[config.mk]
export PLATFORM = sky130hd
export DESIGN_NAME = dht22_bcd_conv
export DESIGN_NICKNAME = d
export VERILOG_FILES = /design/src/rtl/dht22_bcd_conv.sv
export SDC_FILE = /design/constraint.sdc
export NUM_CORES = 1
export LEC_CHECK = 0
export CORE_AREA = 8 8 133 135
export DETAILED_ROUTE_END_ITERATION = 8
export DIE_AREA = 0 0 141 143
export GPL_TIMING_DRIVEN = 1
export PLACE_DENSITY = 0.59
export SLEW_MARGIN = 20
export SYNTH_ARGS = -nofsm -noshare
export SYNTH_HDL_FRONTEND = slang
export SYNTH_SLANG_ARGS = --single-unit
[constraint.sdc]
create_clock -name clk -period 4.6 [get_ports clk]
set_input_delay 0.92 -clock clk [delete_from_list [all_inputs] [get_ports clk]]
set_output_delay 0.92 -clock clk [all_outputs]
set_load 0.02 [all_outputs]
[src/rtl/dht22_bcd_conv.sv]
// DHT22 frame checker and sequential double-dabble BCD converter for humidity and signed temperature.
// Optional error counter output enabled with `define DHT22_ERR_CNT_EN.
//   state  | meaning
//   IDLE   | waiting for frame_valid
//   CHECK  | checksum compare, converter load with saturated humidity
//   CONV_H | BIN_W shift/add-3 steps on humidity
//   CONV_T | BIN_W shift/add-3 steps on temperature magnitude
//   DONE   | publish shadow results, pulse data_ready
module dht22_bcd_conv #(
  parameter int BIN_W   = 16,
  parameter int SAT_VAL = 999
) (
  input  logic            clk,
  input  logic            arstn,
  input  logic            frame_valid,
  input  logic [39:0]     frame,
  output logic            busy,
  output logic [2:0][3:0] humidity_bcd,
  output logic [2:0][3:0] temperature_bcd,
  output logic            negativo_temp,
  output logic            data_ready,
  output logic            crc_err
`ifdef DHT22_ERR_CNT_EN
  ,
  output logic [7:0]      err_count
`endif
);

  localparam int CW = $clog2(BIN_W);
  localparam logic [BIN_W-1:0] SAT = BIN_W'(SAT_VAL);
  localparam logic [CW-1:0] CNT_LOAD = CW'(BIN_W - 1);

  typedef enum logic [2:0] {IDLE, CHECK, CONV_H, CONV_T, DONE} state_t;

  state_t r_state, w_state_nx;

  logic [39:0]      r_frame;
  logic [11:0]      r_bcd;
  logic [BIN_W-1:0] r_bin;
  logic [CW-1:0]    r_cnt;
  logic [2:0][3:0]  r_hum_res, r_tmp_res, r_hum_bcd, r_tmp_bcd;
  logic             r_neg_res, r_neg;
  logic             r_data_ready, r_crc_err;

  logic [15:0]      w_hum, w_temp;
  logic [7:0]       w_chk, w_sum8;
  logic             w_crc_ok, w_neg, w_cnt_tc;
  logic [BIN_W-1:0] w_hum_in, w_tmag_in, w_hum_sat, w_tmag_sat;
  logic [11:0]      w_adj, w_bcd_nx;
  logic [BIN_W-1:0] w_bin_nx;
  logic             w_accept, w_crc_fail, w_drop;

  assign w_hum      = r_frame[39:24];
  assign w_temp     = r_frame[23:8];
  assign w_chk      = r_frame[7:0];
  assign w_sum8     = w_hum[15:8] + w_hum[7:0] + w_temp[15:8] + w_temp[7:0];
  assign w_crc_ok   = (w_sum8 == w_chk);
  assign w_neg      = w_temp[15] & (w_temp[14:0] != 15'd0);
  assign w_hum_in   = BIN_W'(w_hum);
  assign w_tmag_in  = BIN_W'({1'b0, w_temp[14:0]});
  assign w_hum_sat  = (w_hum_in > SAT) ? SAT : w_hum_in;
  assign w_tmag_sat = (w_tmag_in > SAT) ? SAT : w_tmag_in;
  assign w_cnt_tc   = (r_cnt == '0);

  // One double-dabble step: add 3 to nibbles >= 5, then shift the whole {bcd, bin} left.
  always_comb begin
    w_adj = r_bcd;
    for (int i = 0; i < 3; i++) begin
      if (r_bcd[4*i +: 4] >= 4'd5) w_adj[4*i +: 4] = r_bcd[4*i +: 4] + 4'd3;
    end
    w_bcd_nx = {w_adj[10:0], r_bin[BIN_W-1]};
    w_bin_nx = {r_bin[BIN_W-2:0], 1'b0};
  end

  always_ff @(posedge clk or negedge arstn) begin
    if (!arstn) r_state <= IDLE;
    else        r_state <= w_state_nx;
  end

  always_comb begin
    w_state_nx = r_state;
    case (r_state)
      IDLE:    if (w_accept) w_state_nx = CHECK;
      CHECK:   w_state_nx = w_crc_ok ? CONV_H : IDLE;
      CONV_H:  if (w_cnt_tc) w_state_nx = CONV_T;
      CONV_T:  if (w_cnt_tc) w_state_nx = DONE;
      DONE:    w_state_nx = IDLE;
      default: w_state_nx = IDLE;
    endcase
  end

  // New frames wait until the completion pulse has gone low.
  always_comb begin
    busy       = (r_state != IDLE);
    w_accept   = (r_state == IDLE) & frame_valid & ~r_data_ready & ~r_crc_err;
    w_crc_fail = (r_state == CHECK) & ~w_crc_ok;
    w_drop     = (r_state != IDLE) & frame_valid;
  end

  always_ff @(posedge clk or negedge arstn) begin
    if (!arstn) begin
      r_frame      <= '0;
      r_bcd        <= '0;
      r_bin        <= '0;
      r_cnt        <= '0;
      r_hum_res    <= '0;
      r_tmp_res    <= '0;
      r_neg_res    <= 1'b0;
      r_hum_bcd    <= '0;
      r_tmp_bcd    <= '0;
      r_neg        <= 1'b0;
      r_data_ready <= 1'b0;
      r_crc_err    <= 1'b0;
    end else begin
      r_data_ready <= 1'b0;
      r_crc_err    <= 1'b0;
      if (w_accept) r_frame <= frame;
      case (r_state)
        CHECK: begin
          r_bcd     <= '0;
          r_bin     <= w_hum_sat;
          r_cnt     <= CNT_LOAD;
          r_crc_err <= ~w_crc_ok;
        end
        CONV_H: begin
          if (w_cnt_tc) begin
            r_hum_res <= w_bcd_nx;
            r_neg_res <= w_neg;
            r_bcd     <= '0;
            r_bin     <= w_tmag_sat;
            r_cnt     <= CNT_LOAD;
          end else begin
            r_bcd <= w_bcd_nx;
            r_bin <= w_bin_nx;
            r_cnt <= r_cnt - 1'b1;
          end
        end
        CONV_T: begin
          r_bcd <= w_bcd_nx;
          r_bin <= w_bin_nx;
          r_cnt <= r_cnt - 1'b1;
          if (w_cnt_tc) r_tmp_res <= w_bcd_nx;
        end
        DONE: begin
          r_hum_bcd    <= r_hum_res;
          r_tmp_bcd    <= r_tmp_res;
          r_neg        <= r_neg_res;
          r_data_ready <= 1'b1;
        end
        default: ;
      endcase
    end
  end

  assign humidity_bcd    = r_hum_bcd;
  assign temperature_bcd = r_tmp_bcd;
  assign negativo_temp   = r_neg;
  assign data_ready      = r_data_ready;
  assign crc_err         = r_crc_err;

`ifdef DHT22_ERR_CNT_EN
  logic [7:0] r_err_cnt;
  logic [8:0] w_err_sum;

  assign w_err_sum = {1'b0, r_err_cnt} + {8'd0, w_crc_fail} + {8'd0, w_drop};

  always_ff @(posedge clk or negedge arstn) begin
    if (!arstn)                r_err_cnt <= '0;
    else if (w_err_sum[8])     r_err_cnt <= 8'hFF;
    else                       r_err_cnt <= w_err_sum[7:0];
  end

  assign err_count = r_err_cnt;
`endif

endmodule
---- Word-level counts from Yosys, hierarchy flattened ----
Cells that the tools add are included.
operators by class
  $add $sub $neg .......................... 7
  $lt $le $gt $ge ......................... 5
  eq/ne operators ......................... 8
  muxes and demuxes ....................... 18
  bitwise logic cells ..................... 7
  reductions and logical operators ........ 8
operators by type and width
  kind                    number
  $pmux W16 S3            1
  $pmux W12 S3            1
  $mux W16                2
  $add A8 B8 Y8           3
  $gt A16 B10 Y1 const B  1
  $gt A15 B10 Y1 const B  1
  $mux W15                1
  $reduce_bool A15 Y1     1
  $ge A4 B3 Y1 const B    3
  $mux W12                1
  $mux W3                 4
  $mux W4                 3
  $pmux W3 S4             1
  $pmux W4 S3             1
  $add A4 B2 Y4 const B   2
  $eq A8 B8 Y1            1
  $eq A3 B2 Y1 const B    2
  $ne A2 B2 Y1 const B    3
  $reduce_bool A3 Y1      2
  $and A1 B1 Y1           4
  $logic_not A4 Y1        1
  $reduce_and A2 Y1       2
  $sub A4 B1 Y4 const B   1
  $add A3 B2 Y3 const B   1
  other kinds (7)         10
storage, ports and cells
  flip-flop bits (word level) ............. 127
  logic and storage cells ................. 74

---- Depth between registers and ports, before layout ----
  word-level depth ........................ 6
  mapped depth ............................ 11
  depth with buffers taken out ............ 11

---- Worst setup path after synthesis ----
OpenSTA, ideal clock, no wires.
  path type ............................... register to register
  start point ............................. reg r_frame[9]
  end point ............................... reg r_crc_err, in the netlist crc_err
  setup time .............................. 0.119 ns
  arrival time ............................ 2.949 ns
  required time ........................... 4.481 ns
  path slack .............................. 1.531 ns
  cell stages (with the launch flop) ...... 12
  buffers on the path ..................... 0
  cells stage by stage .................... dfrtp_1 fa_1 inv_1 fa_1 inv_1 ha_1 fa_1 and3_1 o211ai_1 and3_1 o2111ai_1 o21ba_2
on the way
  word-level cells in the longest chain between the ends .. 4
RTL lines
  what                    line  source
  start, declared         37    logic [39:0] r_frame;
  start signal, assigned  117   if (w_accept) r_frame <= frame;
  $add A8 B8 Y8           56    assign w_sum8 = w_hum[15:8] + w_hum[7:0] + w_temp[15:8] + w_temp[7:0];
  $eq A8 B8 Y1            57    assign w_crc_ok = (w_sum8 == w_chk);
  $not A1 Y1              123   r_crc_err <= ~w_crc_ok;
  $mux W1                 118   case (r_state)
  end signal, assigned    123
  end, declared           43    logic r_data_ready, r_crc_err;
Every way passes these cells.
A chain may end at the register's enable or synchronous reset.

---- Worst setup path after layout ----
Same ends and word-level chain as after synthesis.

==> flow_summary.toml <==
[routing]
drc = 0
route.detailed.wl_per_inst_um = 16.2
drc_violation_total_after_the_first_tritonroute_iteration = 187
final_antenna_net_count = 0
drt_via_density = 4.95
wire_length_after_detailed_routing_mm = 12.8
route.vias.total = 3902
dr.pass1.iters = 5

[min_path]
worst_min_delay_path_category = "reg2reg"
timing.hold.worst.start = "r_tmp_res[10]"

[global_route]
grt_pass1_wl_mm = 21.8
grt_pass1_vias = 4239
overflow = 0
grt_antenna_before_repair = 0
maximum_number_of_pins_on_one_net_before_global_route_repair = 85
globalRouteTotalUtil = 0.138

[timing]
number_of_hold_slack_violations_in_the_final_timing_report = 0
post-route-min-period_ns = 3.33
slew_violations = 0
skew_ns = 0.00920
finalCritPeriodShare = 0.725
maxClockFrequency_mhz = 300
tightestPinTransition_ns = 1.05
finalSetupTns_ns = 0
report.final.setup_viol = 0
grt_setup_unrepaired = "no"
worst_relative_slew_slack = 0.297

[synthesis]
postSynth.asyncResetShare = 1.00
synth_warnings = 0
ys.flop_type = "sky130_fd_sc_hd__dfrtp_1"
netlist_area_mm2 = 0.00615
synth_sequential_area_ratio = 0.517
number_of_enable_flip_flop_cells_after_synthesis = 0
ys_seq_elements = 127
postSynthCellCount = 490
post_synth_num_cell_types = 50
synthesis.nets = 561
mapped_avg_cell_area_um2 = 12.5

[job]
maxCapViolCount = 0

[worst_setup_path]
critical_path.max_fanout = 4
critical_path.cell_chain = "fa_1 -> inv_1 -> fa_1 -> inv_1 -> ha_1 -> fa_1 -> and3_1 -> o211ai_1 -> and3_1 -> o2111ai_1 -> o21ba_2"
required_ns = 4.89
rr_startpoint = "r_frame[9]"
end_kind = "register"
setup.worst_path.class = "reg2reg"
critPathTopFamily = "adder cells"
slowest_stage_cell_on_the_critical_path = "sky130_fd_sc_hd__fa_1"
startpoint = "r_frame[9]"
combined_buffer_and_inverter_count_along_the_critical_path = 2
critical_path_arrival_ns = 3.63
cp-start-kind = "register"
timing.critical_path.slowest_cell_delay_ns = 0.54
crit_path_frequent_cell = "sky130_fd_sc_hd__fa_1"

[final_layout]
layout.cells.most_common_list = "sky130_fd_sc_hd__dfrtp_1, sky130_fd_sc_hd__clkdlybuf4s50_1, sky130_fd_sc_hd__nand2_1, sky130_fd_sc_hd__mux2_4, sky130_fd_sc_hd__o21ai_0"
layout.cells.most_common = "sky130_fd_sc_hd__dfrtp_1"
finalNetCount = 633
layout-drive-gt1-share = 0.192
final_area_mm2 = 0.00760
area_overhead_vs_synth_pct = 23.6
antenna-diode-count = 0

[pwr]
leakage_nw = 3.47
power_density_mw_per_mm2 = 760
ir_drop_mv = 0.613

[floorplan]
floorplan.core_area_mm2 = 0.0156
io_pins = 71
rows = 46
die-height_um = 143
die_ar_mm2 = 0.0202
die_x_um = 141
start_util = 0.394

[clock_network]
cts_num_sinks = 127
cts_max_level = 4
clock_tree.buffer_depth = 2
cts-root-buf = "sky130_fd_sc_hd__clkbuf_16"
cts_setup_buffers = 0
cts-buffers-inserted = 17
worst_skew_pair.late_latency_ns = 0.41
post_cts_resize_count = 0
clock_tree_from_tritoncts = "done"
cts_hold_buffers_added = 0
worst_setup_hold_path_clk_slew_ns = 0.06

[place]
placed_area_mm2 = 0.00700
globalplace.congestion = 0.838
place.detailed.hpwl_mm = 9.08
port_buffers = 70

[status]
outcome = "complete, no violations"
[where the power goes]
group / switching (mW) / total [mW] / internal (mW)
sequential: 0.285 / 1.64 / 1.35
clock: 0.471 / 1.37 / 0.895
combinational: 1.33 / 2.77 / 1.44
[path summary, 6_finish.rpt]
check	endpoint	slack, ns	cells past startpoint
min	r_tmp_res[10]	0.47	2
max in group asynchronous	r_hum_res[0]	3.34	2
min in group asynchronous	r_tmp_res[11]	0.56	1
min reg2reg	r_tmp_res[10]	0.47	2
max	crc_err	1.27	11
max reg2reg	crc_err	1.27	11
[through the flow]
stage / std cells / util / setup slack [ns] / hold slack [ns] / power, mW
floorplan: 490 / - / 1.53 / 0.440 / 3.86
global placement: 759 / 0.449 / 1.41 / 0.460 / 4.36
detailed placement: 759 / 0.449 / 1.30 / 0.461 / 4.46
CTS: 789 / 0.487 / 1.29 / 0.476 / 5.85
global route: 789 / 0.487 / 1.12 / 0.503 / 6.21
finish: 789 / 0.487 / 1.27 / 0.471 / 5.78
[layout make-up]
type	count	area [µm²]
repair buffers	75	752
multi-input cells	321	2730
clock inverters	12	170
flip-flops and latches	127	3180
well taps	216	270
inverters	20	75.1
clock buffers	18	429
fillers	1405	8000
[worst min-delay path, delay by kind of cell (launching register included)]
family,cells,cell delay [ns]
compound gates,1,0.06
flops,1,0.33
simple gates,1,0.04
[kinds of logic after synthesis]
logic type,share of synthesized area
simple gates,0.0845
mux,0.154
compound gates,0.0991
fa+ha+maj,0.0741
flops,0.517
xor+xnor,0.0315
buf+inv,0.0397
[metal layers]
metal  track usage  share of wire  up-vias
li1              -              -     1870
met1         0.166           0.45     1939
met2         0.229           0.50       82
met3        0.0367          0.041       11
met4        0.0594         0.0097        0
met5             0              0        -
[registers in the layout (all words and copies together) (netlist names)]
signal,count
r_tmp_res,12
r_bin,16
r_neg_res,1
negativo_temp,1
r_bcd,12
r_state,3
humidity_bcd,12
temperature_bcd,12
r_frame,40
r_cnt,4
r_hum_res,12
crc_err,1
data_ready,1
[Yosys cell counts (3+ instances only)]
master / count / area share
sky130_fd_sc_hd__ha_1: 14 / 0.028
sky130_fd_sc_hd__nand2_1: 55 / 0.034
sky130_fd_sc_hd__nand2b_1: 5 / 0.0051
sky130_fd_sc_hd__a21oi_1: 16 / 0.013
sky130_fd_sc_hd__xor2_1: 5 / 0.0071
sky130_fd_sc_hd__nor3b_1: 6 / 0.0073
sky130_fd_sc_hd__buf_2: 5 / 0.0041
sky130_fd_sc_hd__dfrtp_1: 127 / 0.52
sky130_fd_sc_hd__o31ai_1: 7 / 0.0085
sky130_fd_sc_hd__o2111ai_1: 6 / 0.0085
sky130_fd_sc_hd__o21a_1: 5 / 0.0061
sky130_fd_sc_hd__mux2_2: 30 / 0.055
sky130_fd_sc_hd__xnor2_1: 12 / 0.017
sky130_fd_sc_hd__clkbuf_1: 11 / 0.0067
sky130_fd_sc_hd__nor3_1: 8 / 0.0065
sky130_fd_sc_hd__nor4_1: 4 / 0.0041
sky130_fd_sc_hd__mux2_4: 40 / 0.098
sky130_fd_sc_hd__a32o_1: 3 / 0.0049
sky130_fd_sc_hd__nor2_1: 17 / 0.010
sky130_fd_sc_hd__a22o_1: 7 / 0.010
sky130_fd_sc_hd__o21ai_0: 31 / 0.025
sky130_fd_sc_hd__inv_1: 20 / 0.012
sky130_fd_sc_hd__and3_1: 4 / 0.0041
sky130_fd_sc_hd__buf_12: 4 / 0.013
sky130_fd_sc_hd__fa_1: 14 / 0.046
Note: power is estimated with default switching activity, not from simulation.
